==> src/rtl/clk_div_pkg.sv <==
// -----------------------------------------------------------------------------
// clk_div_pkg
//
// Shared constants, types and helpers for the programmable clock divider.
//
//   MIN_DIV     smallest effective divisor; written 0 or 1 behave as this
//   DIV_W       default divisor/counter width
//   div_t       divisor type at the default width
//   half_up()   ceil(n/2), the number of high cycles in one period
//   chan_idx_w() width of a channel index, never less than 1
//
// Optional feature macro used by the files that import this package:
//   CLK_DIV_PROG_SYNC_EN
// -----------------------------------------------------------------------------
package clk_div_pkg;

    localparam int MIN_DIV = 2;
    localparam int DIV_W   = 26;

    typedef logic [DIV_W-1:0] div_t;

    // ceil(n/2) without a divider: shift plus the dropped LSB.
    function automatic logic [63:0] half_up(input logic [63:0] n);
        return (n >> 1) + {63'd0, n[0]};
    endfunction

    // A single-channel divider still gets a 1-bit index port.
    function automatic int chan_idx_w(input int ch);
        return (ch > 1) ? $clog2(ch) : 1;
    endfunction

endpackage

==> src/rtl/clk_div_chan.sv <==
// -----------------------------------------------------------------------------
// clk_div_chan
//
// One channel of the programmable divider: period counter, active/shadow
// divisor pair with a pending flag, and the registered divided-clock and
// tick outputs.
//
// Ports:
//   clk     in   system clock, rising edge
//   rst_n   in   asynchronous active-low reset
//   en      in   run enable; low holds the channel idle with outputs at 0
//   wr_en   in   write strobe, already decoded for this channel
//   wr_div  in   W-bit divisor to capture into the shadow register
//   sync    in   (only with CLK_DIV_PROG_SYNC_EN) restart the period now
//   pend    out  shadow divisor written but not yet active
//   clk_d   out  divided clock, high ceil(Ne/2) / low floor(Ne/2) cycles
//   tick    out  one-cycle strobe coinciding with each clk_d rising edge
//
// Optional feature macro: CLK_DIV_PROG_SYNC_EN adds the sync input.
// -----------------------------------------------------------------------------
module clk_div_chan
    import clk_div_pkg::*;
#(
    parameter int          W           = DIV_W,
    parameter int unsigned DEFAULT_DIV = 50000000
) (
    input  logic         clk,
    input  logic         rst_n,
    input  logic         en,
    input  logic         wr_en,
    input  logic [W-1:0] wr_div,
`ifdef CLK_DIV_PROG_SYNC_EN
    input  logic         sync,
`endif
    output logic         pend,
    output logic         clk_d,
    output logic         tick
);

    localparam logic [W-1:0] RESET_DIV = W'(DEFAULT_DIV);
    localparam logic [W-1:0] MIN_N     = W'(MIN_DIV);

    logic [W-1:0] cnt_reg;
    logic [W-1:0] act_reg;
    logic [W-1:0] shd_reg;
    logic         pend_reg;
    logic         clk_d_reg;
    logic         tick_reg;

    logic [W-1:0] ne;         // effective divisor of the running period
    logic [W-1:0] half;       // high-phase length, ceil(ne/2)
    logic         wrap;       // this edge closes the current period
    logic [W-1:0] cnt_next;
    logic         apply;      // move shadow into active on this edge

    always_comb begin
        ne       = (act_reg < MIN_N) ? MIN_N : act_reg;
        half     = W'(half_up(64'(ne)));
        wrap     = (cnt_reg == (ne - W'(1)));
        cnt_next = wrap ? '0 : (cnt_reg + W'(1));
        // An idle channel has no period to protect, so a pending divisor is
        // taken immediately; a running one waits for its period boundary.
        apply    = pend_reg && (!en || wrap);
`ifdef CLK_DIV_PROG_SYNC_EN
        // A sync restart is also a period boundary.
        if (en && sync && pend_reg) begin
            apply = 1'b1;
        end
`endif
    end

    always_ff @(posedge clk or negedge rst_n) begin
        if (!rst_n) begin
            cnt_reg   <= '0;
            act_reg   <= RESET_DIV;
            shd_reg   <= RESET_DIV;
            pend_reg  <= 1'b0;
            clk_d_reg <= 1'b0;
            tick_reg  <= 1'b0;
        end else begin
            // Divisor update. The apply reads shd_reg before this edge's
            // write lands, so a coincident write stays pending for the
            // following boundary.
            if (apply) begin
                act_reg  <= shd_reg;
                pend_reg <= 1'b0;
            end
            if (wr_en) begin
                shd_reg  <= wr_div;
                pend_reg <= 1'b1;
            end

            // Counter and outputs.
            if (!en) begin
                cnt_reg   <= '0;
                clk_d_reg <= 1'b0;
                tick_reg  <= 1'b0;
`ifdef CLK_DIV_PROG_SYNC_EN
            end else if (sync) begin
                cnt_reg   <= '0;
                clk_d_reg <= 1'b1;
                tick_reg  <= 1'b1;
`endif
            end else begin
                cnt_reg   <= cnt_next;
                // clk_d follows the count it is about to hold, so the rise
                // lands on the same cycle as tick.
                clk_d_reg <= (cnt_next < half);
                tick_reg  <= wrap;
            end
        end
    end

    assign pend  = pend_reg;
    assign clk_d = clk_d_reg;
    assign tick  = tick_reg;

endmodule

==> src/rtl/clk_div_prog.sv <==
// -----------------------------------------------------------------------------
// clk_div_prog
//
// Multi-channel programmable clock divider. Each of CH channels divides clk
// by its own runtime divisor N (period in clk cycles, even or odd) and
// produces a near-50% divided clock plus a one-cycle tick per period.
// New divisors go through a shared write port into a per-channel shadow
// register and take effect at the next period boundary.
//
// Parameters:
//   CH           number of channels (>= 1)
//   W            divisor/counter width (>= 2)
//   DEFAULT_DIV  divisor loaded into every channel at reset
//
// Ports:
//   clk     in   system clock, rising edge
//   rst_n   in   asynchronous active-low reset
//   en      in   [CH] per-channel run enable
//   wr_en   in   divisor write strobe
//   wr_ch   in   target channel; values >= CH are ignored
//   wr_div  in   [W] new divisor
//   sync    in   (only with CLK_DIV_PROG_SYNC_EN) phase-align enabled channels
//   pend    out  [CH] written divisor not yet applied
//   clk_d   out  [CH] divided clocks, registered
//   tick    out  [CH] period strobes, registered
//
// Optional feature macro: CLK_DIV_PROG_SYNC_EN adds the sync input.
// -----------------------------------------------------------------------------
module clk_div_prog
    import clk_div_pkg::*;
#(
    parameter int          CH          = 4,
    parameter int          W           = $bits(div_t),
    parameter int unsigned DEFAULT_DIV = 50000000
) (
    input  logic                         clk,
    input  logic                         rst_n,
    input  logic [CH-1:0]                en,
    input  logic                         wr_en,
    input  logic [chan_idx_w(CH)-1:0]    wr_ch,
    input  logic [W-1:0]                 wr_div,
`ifdef CLK_DIV_PROG_SYNC_EN
    input  logic                         sync,
`endif
    output logic [CH-1:0]                pend,
    output logic [CH-1:0]                clk_d,
    output logic [CH-1:0]                tick
);

    // Per-channel write strobe. An index at or above CH matches no channel,
    // so such a write changes nothing.
    logic [CH-1:0] wr_hit;

    generate
        for (genvar gi = 0; gi < CH; gi++) begin : g_dec
            assign wr_hit[gi] = wr_en && (32'(wr_ch) == 32'(gi));
        end
    endgenerate

    generate
        for (genvar gi = 0; gi < CH; gi++) begin : g_chan
            clk_div_chan #(
                .W           (W),
                .DEFAULT_DIV (DEFAULT_DIV)
            ) u_chan (
                .clk    (clk),
                .rst_n  (rst_n),
                .en     (en[gi]),
                .wr_en  (wr_hit[gi]),
                .wr_div (wr_div),
`ifdef CLK_DIV_PROG_SYNC_EN
                .sync   (sync),
`endif
                .pend   (pend[gi]),
                .clk_d  (clk_d[gi]),
                .tick   (tick[gi])
            );
        end
    endgenerate

endmodule

==> config.mk <==
export PLATFORM = sky130hd
export DESIGN_NAME = clk_div_prog
export DESIGN_NICKNAME = d
export VERILOG_FILES = /design/src/rtl/clk_div_pkg.sv /design/src/rtl/clk_div_chan.sv /design/src/rtl/clk_div_prog.sv
export SDC_FILE = /design/constraint.sdc
export NUM_CORES = 1
export LEC_CHECK = 0
export ABC_AREA = 1
export BUFFER_PORTS_ARGS = -buffer_cell sky130_fd_sc_hd__buf_2
export CAP_MARGIN = 20
export CORE_MARGIN = 10
export CORE_UTILIZATION = 40
export CTS_BUF_LIST = sky130_fd_sc_hd__clkbuf_8
export DETAILED_ROUTE_END_ITERATION = 8
export MAX_ROUTING_LAYER = met4
export SLEW_MARGIN = 20
export SYNTH_ARGS = -nofsm -noshare
export SYNTH_HDL_FRONTEND = slang
export SYNTH_SLANG_ARGS = --single-unit
export TNS_END_PERCENT = 50
==> constraint.sdc <==
create_clock -name clk -period 5.2 [get_ports clk]
set_clock_uncertainty 0.05 [all_clocks]
set_input_delay 0.78 -clock clk [delete_from_list [all_inputs] [get_ports clk]]
set_output_delay 0.78 -clock clk [all_outputs]
set_load 0.05 [all_outputs]
==> impl_results.md, run 1 <==
* Hold-fix buffers, CTS at 0
* Most numerous cell on the critical path: nand2_1
* Fillers at 6076
* Clk sink count at 324
* Failing checks: negative hold slack
* GPL Wtd Cong at 0.9579
* Nets at 3361
* Crit path kind: flip-flop to flip-flop
* Mapped Cells at 3170
* H-tree depth at 2
* Most frequent cells in the layout: nand2_1, nor2_1, inv_1
* Placed cells at 3914
* Syn Area/Cell at 7.362 um2
* Period utilization at 92.37%
* Initial antenna violation count at 5
* DP HPWL at 51.89 mm
* Final WL at 66.06 mm
* Cell Area, Synth at 23340 um2
* GRT Total Usage at 20.04%
* Worst hold slack at -1.577 ps
* CP endpoint kind: flip-flop
* Flops & latches, synth at 324
* Area of the multi-input gates at 13220 um2
* Ys async rst share at 100.0%
* Site row count at 88
* Final Setup Violations at 0
* Least-Margin Pin Slew at 938.4 ps
* Slowest Stage Delay on Critical Path at 600 ps
* Critical path startpoint category: flip-flop
* Post-route ant nets at 0
* Fmax achieved at 208.2 MHz
* Total Neg Setup Slack at 0 ps
* Seq/Total Area, Yosys at 35.26%
* CTS max path bufs at 3
* Layout cells sized above 1 at 13.41%
* CP max-delay cell: dfstp_2
* Ports at 47
* Die area at 68410 um2
* Wirelength per Cell at 16.41 um
* Sequential cell area at 8228 um2
* Register clock-pin slew on the reported worst setup and hold paths at 60 ps
* WP data required at 5740 ps
* Ys Warns at 0
* Vias at 20200
* Crit path max fanout at 32
* Status: finished, violations left
* Worst min path class: input pin to async pin
* Layout area overhead at 10.25%
* Worst r2r path cells at 29
* Overflow left after global routing at 0
* R2r setup slk at 400 ps
* Main flop type after synthesis: dfrtp_1
* Synthesized Nets at 3321
* Count of cell types in the netlist at 60
* Final Critical Period at 4803 ps
* Largest net degree at the start of global routing at 103
* # DRC at 0
* Num CTS Buffers at 58
* PortBufs at 46
* DR pass1 iterations at 5
* CTS root buffer: clkbuf_8
* Initial DRC Count at 1638
* Clock Latency Late Sink at 700 ps
* Slew Limit Headroom at 37.37%
* Max Slew Vio Count at 0
* Final Util at 44.59%
* Initial Util at 40.45%
* Vias in the first global route at 19890
* PD cells at 343.8 nW/um2
* Final hold violation count at 1
* Worst vdd ir at 212.4 uV
* Overall power at 0.008846 W
* Number of enable flip-flop cells after synthesis at 0
* Max-cap viol count at 0
* CP arrival at 5340 ps
* Fin cells at 4025
* Commonest non-fill, non-tap cell in the layout: nand2_1
* DR vias/cell at 5.020
* Core ar. at 57700 um2
* Global-route wire length before repair at 106.4 mm
* Pleak at 12.02 nW
* CTS tree: yes
* DIE HEIGHT at 261.5 um
* Die X at 261.5 um
synthesized netlist by cell type, types with 8 or more instances:
library cell	instances	area (um2)
nor2_2	25	156.4
dfrtp_1	228	5705
nor4_1	32	200.2
nand4_1	83	519.3
nand2_1	624	2342
or2_2	11	68.82
o21ai_0	154	770.7
xnor2_1	80	700.7
clkbuf_1	41	153.9
dfstp_2	96	2522
nor3_1	77	385.4
buf_4	15	112.6
ha_1	116	1451
nand3b_1	17	127.6
xor2_1	203	1778
inv_2	13	48.80
a211oi_1	8	60.06
a21oi_1	91	455.4
inv_1	359	1348
buf_2	37	185.2
nor3_2	11	110.1
a21oi_2	40	350.3
nor2_1	529	1986
buf_6	12	135.1
nand3_1	168	840.8
per-stage QoR:
step	hold slack (ps)	cell area [um2]	worst slack, ps
after global routing	49.41	25730	-66.44
after floorplan	396.3	23340	765.0
after detailed placement	423.5	24330	126.7
after CTS	18.60	25570	73.47
after global placement	418.0	24330	180.5
final	-1.577	25730	396.7
report_power, final:
part	internal [W]	switching, W	total, W
combinational	0.00102	0.00184	0.00286
clock	0.00137	0.00117	0.00254
sequential	0.00301	0.000437	0.00345
total	0.00540	0.00344	0.00885
routing by layer:
layer	wire, um	GRT usage [%]	share of wire (%)	vias to the layer above
li1	-	-	-	10250
met1	30660	26.20	46	9408
met2	30590	32.10	46	420
met3	3144	2.820	4.8	122
met4	1669	5.394	2.5	0
met5	0	-	0	-
layout make-up:
class,count,share of cell area (%)
Inverter,375,5.486
Antenna cell,1,0.009726
Timing Repair Buffer,94,2.621
Tap cell,765,3.720
Clock buffer,73,3.905
Sequential cell,324,31.98
Multi-Input combinational cell,2357,51.36
Clock inverter,36,0.9143
path summary, 6_finish.rpt:
kind / from / endpoint
worst max-delay path: g_chan[1].u_chan.act_reg[19] / g_chan[1].u_chan.clk_d
worst min-delay path: rst_n / g_chan[0].u_chan.cnt_reg[20]
worst max register to register: g_chan[1].u_chan.act_reg[19] / g_chan[1].u_chan.clk_d
worst min register to register: g_chan[1].u_chan.shd_reg[3] / g_chan[1].u_chan.shd_reg[3]
max in group asynchronous: rst_n / g_chan[1].u_chan.cnt_reg[7]
min in group clk: en[3] / g_chan[3].u_chan.pend
logic make-up (layout without fill, tap and decap cells):
logic type,after synthesis,count (layout),share of synthesized area [%]
AND/OR/NAND/NOR,1620,1620,30.50
buffers and inverters,489,578,8.723
AO/OA/AOI/OAI,329,329,8.182
flip-flops,324,324,35.26
XOR/XNOR,285,285,10.79
adder cells (fa/ha/maj),116,116,6.219
multiplexers,7,7,0.3378
other,0,1,0
critical path, delay by kind of cell (launching register included):
family / cells / cell delay, ps
AO/OA/AOI/OAI: 5 / 640
XOR/XNOR: 1 / 240
adder cells (fa/ha/maj): 2 / 470
buffers and inverters: 2 / 360
flip-flops: 1 / 600
AND/OR/NAND/NOR: 19 / 2370
repair_timing:
item / 4_1_cts / 5_1_grt
resized for setup: 0 / 27
setup endpoints to repair: 0 / 5
buffers inserted: 0 / 0
Power figures use the tool's default switching activity.
==> run 2: changes to the inputs <==
--- a/config.mk
+++ b/config.mk
@@ -13,6 +13,7 @@
 export CTS_BUF_LIST = sky130_fd_sc_hd__clkbuf_8
 export DETAILED_ROUTE_END_ITERATION = 8
 export MAX_ROUTING_LAYER = met4
+export REMOVE_ABC_BUFFERS = 1
 export SLEW_MARGIN = 20
 export SYNTH_ARGS = -nofsm -noshare
 export SYNTH_HDL_FRONTEND = slang
==> run 2 against run 1 <==
The flow now finishes without violations. Register-to-register slack got worse by 60 ps. Cell count shrank 0.47%. Via count fell by 1.5%. Clock-buffer cell count decreased by 2. Routed wire length is 3.4% lower. Sequential power about the same. Global-route usage is 0.79 points lower. Maximum frequency is 1.3% lower. Non-clock buffer count down 17. Core utilization is 0.33 points lower.
==> impl_results.md, run 2 (same netlist as run 1, synthesis figures left out) <==
* Status: finished clean
* Post-route ant nets at 0 (unchanged)
* CTS root buffer: clkbuf_8
* Layout area overhead at 9.441%
* Least-Margin Pin Slew at 952.1 ps (+13.67 ps)
* DR vias/cell at 4.968 (-1.0%)
* Register clock-pin slew on the reported worst setup and hold paths at 60 ps (about the same)
* Overall power at 0.008810 W (-0.41%)
* Num CTS Buffers at 56 (-3.4%)
* CP Launch Point: g_chan[3].u_chan.act_reg[8]
* Pleak at 11.89 nW (-1.0%)
* FF-to-FF End: g_chan[3].u_chan.clk_d
* # DRC at 0 (unchanged)
* RSZ-0062 raised after global routing: yes
* Worst min path class: input pin to flip-flop
* Die X at 261.5 um (unchanged)
* Overflow left after global routing at 0 (unchanged)
* WP data required at 5750 ps (about the same)
* PortBufs at 46 (unchanged)
* Global-route wire length before repair at 103.0 mm (-3.3%)
* Max Slew Vio Count at 0 (unchanged)
* Initial antenna violation count at 2 (-3)
* Die area at 68410 um2 (unchanged)
* Initial Util at 40.45% (unchanged)
* CP endpoint kind: flip-flop
* Layout cells sized above 1 at 12.87% (-0.53 points)
* Sequential cell area at 8228 um2 (unchanged)
* Final Util at 44.27% (-0.33 points)
* Commonest non-fill, non-tap cell in the layout: nand2_1
* Area post-placement at 24190 um2 (-0.58%)
* Worst r2r path cells at 27 (-6.9%)
* Ports at 47 (unchanged)
* Fmax achieved at 205.4 MHz (-1.3%)
* Most frequent cells in the layout: nand2_1, nor2_1, inv_1
* Initial DRC Count at 1384 (-16%)
* Largest net degree at the start of global routing at 153 (+49%)
* DIE HEIGHT at 261.5 um (unchanged)
* Setup crit end: g_chan[3].u_chan.clk_d
* Wirelength per Cell at 15.93 um (-2.9%)
* Critical path startpoint category: flip-flop
* Slew Limit Headroom at 36.53% (-0.84 points)
* Post-route cell area at 25540 um2 (-0.73%)
* CTS tree: yes
* Period utilization at 93.61% (+1.2 points)
* Vias in the first global route at 19250 (-3.2%)
* GPL Wtd Cong at 0.9426 (-1.6%)
* DR pass1 iterations at 5 (unchanged)
* Total Neg Setup Slack at 0 ps (unchanged)
* DP HPWL at 49.83 mm (-4.0%)
* Final Setup Violations at 0 (unchanged)
* Crit path kind: flip-flop to flip-flop
* Vias at 19900 (-1.5%)
* GRT Total Usage at 19.25% (-0.79 points)
* Final hold violation count at 0 (-1)
* Clock Latency Late Sink at 710 ps (about the same)
* Final Critical Period at 4868 ps (+64.52 ps)
* CP arrival at 5420 ps (+80 ps)
* Worst hold slack at 320.2 ps (+321.8 ps)
* Final WL at 63.81 mm (-3.4%)
* Post-CTS setup buffer count at 0 (unchanged)
* Site row count at 88 (unchanged)
* CTS max path bufs at 3 (unchanged)
* Core ar. at 57700 um2 (unchanged)
* Nets at 3342 (-0.57%)
* Worst vdd ir at 176.8 uV (-17%)
* Fillers at 6091 (+0.25%)
* H-tree depth at 2 (unchanged)
* Area of the multi-input gates at 13190 um2 (-0.21%)
* Crit path max fanout at 19 (-41%)
* Max-cap viol count at 0 (unchanged)
* PD cells at 344.9 nW/um2 (+0.32%)
* Clk sink count at 324 (unchanged)
* R2r setup slk at 330 ps (-60 ps)
* RR Startpoint: g_chan[3].u_chan.act_reg[8]
run 2: worst min path at each step:
| stage | from | end | slack, ps | depth (start not counted) |
|---|---|---|---|---|
| after floorplan | g_chan[2].u_chan.shd_reg[15] | g_chan[2].u_chan.act_reg[15] | 400 | 2 |
| after global placement | g_chan[2].u_chan.shd_reg[15] | g_chan[2].u_chan.act_reg[15] | 410 | 2 |
| after detailed placement | g_chan[2].u_chan.shd_reg[15] | g_chan[2].u_chan.act_reg[15] | 410 | 2 |
| after CTS | en[0] | g_chan[0].u_chan.pend | 270 | 3 |
| after global routing | en[1] | g_chan[1].u_chan.pend | 300 | 3 |
| final | en[1] | g_chan[1].u_chan.pend | 320 | 3 |
run 2: cell type report:
cell class	count	area share [%]
clock buffers	71	3.826
diodes	2	0.01960
repair buffers	77	2.023
multi-input cells	2357	51.63
well taps	765	3.748
clock inverters	35	1.014
inverters	375	5.521
flip-flops and latches	324	32.21
run 2: worst max-delay path, cell delays in order (launching register included):
cell and delay, ps:
dfrtp_1 460, inv_1 210, nand2_1 80, nor2_1 160, nand3_2 110, nor2_4 170, nor2_2 90, inv_1 60
ha_1 180, nand2_1 160, nor2_2 240, and2b_1 230, nand3_1 110, xor2_1 310, nor2_1 90, nor2_1 110
nand3_1 80, nor2_2 160, nand2_4 130, inv_4 210, nor2_1 70, ha_1 330, a21oi_1 140, o21ai_0 180
nand3_1 120, a31oi_1 100, a2111o_1 290, a21oi_1 130
run 2: repair_timing:
action                                  in CTS  in global routing
endpoints found under the hold margin       58                  0
gates resized for setup                      0                 23
hold buffers                                 1                  0
endpoints found under the setup margin       0                  3
run 2: report_power, final:
group          switching, W  internal, W  leakage (nW)
clock network       0.00116      0.00139         0.701
registers          0.000468      0.00301          3.96
logic               0.00179     0.000992          7.24
total               0.00342      0.00539          11.9
run 2: metal layers:
| metal | global-route usage (%) | wire length, um | vias to the layer above |
|---|---|---|---|
| li1 | - | - | 10230 |
| met1 | 27.09 | 31840 | 9191 |
| met2 | 28.89 | 27570 | 403 |
| met3 | 2.714 | 3149 | 80 |
| met4 | 4.351 | 1251 | 0 |
| met5 | - | 0 | - |
run 2: metrics by stage:
| stage | std cells | worst slack, ps |
|---|---|---|
| final | 4006 | 332.2 |
| after global routing | 4005 | -29.68 |
| after CTS | 4004 | 147.9 |
| after detailed placement | 3897 | 183.9 |
| after global placement | 3897 | 206.7 |
| after floorplan | 3056 | 398.7 |
==> run 3: changes to the inputs <==
--- a/config.mk
+++ b/config.mk
@@ -5,7 +5,6 @@
 export SDC_FILE = /design/constraint.sdc
 export NUM_CORES = 1
 export LEC_CHECK = 0
-export ABC_AREA = 1
 export BUFFER_PORTS_ARGS = -buffer_cell sky130_fd_sc_hd__buf_2
 export CAP_MARGIN = 20
 export CORE_MARGIN = 10
==> run 3 against run 2 <==
Cell area up 13%. Worst setup slack worse by 760 ps. Synthesized cell count shrank 13%. The flow now finishes with violations (negative setup slack). Combinational power is 4% higher.
==> impl_results.md, run 3 <==
* GRT Total Usage at 21.23% (+2.0 points)
* Worst min path class: input pin to async pin
* Most frequent cell after synthesis: dfrtp_1
* Pint at 0.005911 W (+9.6%)
* CTS root buffer: clkbuf_8
* Sequential Power Share at 35.4% (-4.1 points)
* CP endpoint kind: flip-flop
* Count of cell types in the netlist at 85 (+42%)
* Post-route ant nets at 0 (unchanged)
* Sequential cell area at 8228 um2 (unchanged)
* CTS max path bufs at 3 (unchanged)
* Site row count at 90 (+2.3%)
* RSZ-0062 raised after global routing: yes
* Critical path startpoint category: flip-flop
* Num CTS Buffers at 61 (+8.9%)
* # DRC at 0 (unchanged)
* Layout cells sized above 1 at 27.83% (+15 points)
* Nets at 3096 (-7.4%)
* Fmax achieved at 177.8 MHz (-13%)
* Clock group share of total power at 32.3% (+3.3 points)
* Area of the multi-input gates at 15310 um2 (+16%)
* Status: finished, violations left
* Register clock-pin slew on the reported worst setup and hold paths at 60 ps (about the same)
* Seq/Total Area, Yosys at 33.91% (-1.3 points)
* Slew Limit Headroom at 28.52% (-8.0 points)
* Synth area leaders: dfrtp_1, dfstp_2, mux2_2
* Most frequent cells in the layout: buf_4, dfrtp_1, nor2_1
* Overflow left after global routing at 0 (unchanged)
* Commonest non-fill, non-tap cell in the layout: buf_4
* Largest net degree at the start of global routing at 91 (-41%)
* Vias at 21690 (+9.0%)
* WP data required at 5760 ps (about the same)
* Final Setup Violations at 3 (+3)
* Hold-fix buffers, CTS at 0 (-1)
* Main flop type after synthesis: dfrtp_1
* Die X at 266.3 um (+1.8%)
* DR pass1 iterations at 6 (+1)
* GPL Wtd Cong at 0.9269 (-1.7%)
* Fillers at 5654 (-7.2%)
* Crit path kind: flip-flop to flip-flop
* Final hold violation count at 0 (unchanged)
* Flops & latches, synth at 324 (unchanged)
* Number of enable flip-flop cells after synthesis at 0 (unchanged)
* Pleak at 12.40 nW (+4.2%)
* Failing checks: negative setup slack
* Vias in the first global route at 21520 (+12%)
* Clock Latency Late Sink at 690 ps (-20 ps)
* DIE HEIGHT at 266.3 um (+1.8%)
* Clk sink count at 324 (unchanged)
* Slowest Stage Delay on Critical Path at 430 ps (-30 ps)
* Cell Area, Synth at 24260 um2 (+4.0%)
* Layout area overhead at 19.35%
* Worst vdd ir at 180.5 uV (+2.1%)
* Max Slew Vio Count at 0 (unchanged)
* Initial DRC Count at 1301 (-6.0%)
* Die area at 70910 um2 (+3.7%)
* Comb power frac at 32.3% (+0.8 points)
* Fin worst setup slack at -424.5 ps (-756.8 ps)
* Sw Ratio at 33.65% (-5.1 points)
* Ports at 47 (unchanged)
* Synth top area share at 23.51% (-0.93 points)
* Global-route wire length before repair at 118.9 mm (+15%)
* Pre-CTS worst setup slack at -719.7 ps (-903.6 ps)
* Commonest cells post-synth: dfrtp_1, nor2_1, nand2_1
* Least-Margin Pin Slew at 1072 ps (+120.1 ps)
* Period utilization at 108.2% (+15 points)
* Ys Warns at 0 (unchanged)
* Synth area leader: dfrtp_1
* Final Critical Period at 5625 ps (+756.8 ps)
* DR vias/cell at 5.735 (+15%)
* Wirelength per Cell at 19.68 um (+24%)
* Ys async rst share at 100.0% (unchanged)
* CTS tree: yes
* Max-cap viol count at 0 (unchanged)
* Mapped Cells at 2763 (-13%)
* H-tree depth at 2 (unchanged)
* CP max-delay cell: or4_4
* Core ar. at 60250 um2 (+4.4%)
* Sw Pwr at 0.002998 W (-12%)
* Initial Util at 40.27% (-0.18 points)
* Overall power at 0.008909 W (+1.1%)
* PortBufs at 46 (unchanged)
* Initial antenna violation count at 4 (+2)
* Crit path max fanout at 7 (-12)
* DP HPWL at 53.92 mm (+8.2%)
* Most numerous cell on the critical path: a21o_1
* CP arrival at 6190 ps (+770 ps)
* PD cells at 307.7 nW/um2 (-11%)
* Final WL at 74.42 mm (+17%)
* Syn Area/Cell at 8.781 um2 (+19%)
run 3: logic make-up after synthesis:
family                     Yosys count  share of synthesized area (%)
and+or+nand+nor                   1141                          24.47
AOI/OAI and AO/OA                  439                          13.22
DFF                                324                          33.91
buffers and inverters              304                          5.141
xor gates and xnor gates           296                          10.68
muxes                              143                          6.596
adders and majority gates          116                          5.982
run 3: layout make-up:
class | count | area share (%)
Sequential cell | 324 | 28.41
Clock inverter | 35 | 1.076
Multi-Input combinational cell | 2135 | 52.87
Antenna cell | 3 | 0.02592
Timing Repair Buffer | 354 | 9.540
Clock buffer | 80 | 3.802
Tap cell | 782 | 3.379
Inverter | 69 | 0.8944
run 3: metal layers:
| metal | routed length, um | GRT usage (%) |
|---|---|---|
| met5 | 0 | - |
| met2 | 35420 | 34.49 |
| met1 | 33770 | 27.13 |
| met3 | 3398 | 3.054 |
| met4 | 1827 | 6.115 |
run 3: metrics by stage:
stage	TNS, ps	hold slack, ps	std cells	instance area [um2]	util (%)
3_5_place_dp	-1934	446.2	3617	26570	44.10
3_3_place_gp	-1732	436.7	3617	26570	44.10
2_1_floorplan	-57840	426.7	2528	23270	-
4_1_cts	-1046	51.69	3770	28720	47.67
5_1_grt	-2320	91.56	3780	28950	48.06
6_report	-1087	45.92	3782	28960	48.07
run 3: timing repair:
action	in CTS	in global routing
buffers inserted	34	14
setup endpoints to repair	4	8
cloned	4	0
pin swaps	58	29
resized for setup	98	37
run 3: power groups by stage:
stage,clock network [W],logic (W),registers (W)
after floorplan,0,0.00144,0.00332
after global placement,0,0.00257,0.00316
after detailed placement,0,0.00262,0.00318
after CTS,0.00297,0.00278,0.00315
after global routing,0.00306,0.00314,0.00320
final,0.00288,0.00288,0.00316
run 3: critical path: cells and delay by family, from the launching register on:
kind,cells,cell delay (ps)
fa+ha+maj,2,340
simple gates,11,2490
flops,1,380
xor+xnor,1,240
compound gates,8,1300
buf+inv,7,770
run 3: worst paths after layout:
check	from	to	slack, ps	depth (start not counted)
max reg2reg	g_chan[0].u_chan.act_reg[2]	g_chan[0].u_chan.clk_d	-420	29
min	rst_n	g_chan[1].u_chan.cnt_reg[9]	50	1
max	g_chan[0].u_chan.act_reg[2]	g_chan[0].u_chan.clk_d	-420	29
min in group clk	en[0]	g_chan[0].u_chan.cnt_reg[1]	370	2
max in group asynchronous	rst_n	g_chan[2].u_chan.cnt_reg[7]	3800	2
min reg2reg	g_chan[2].u_chan.shd_reg[20]	g_chan[2].u_chan.act_reg[20]	450	2
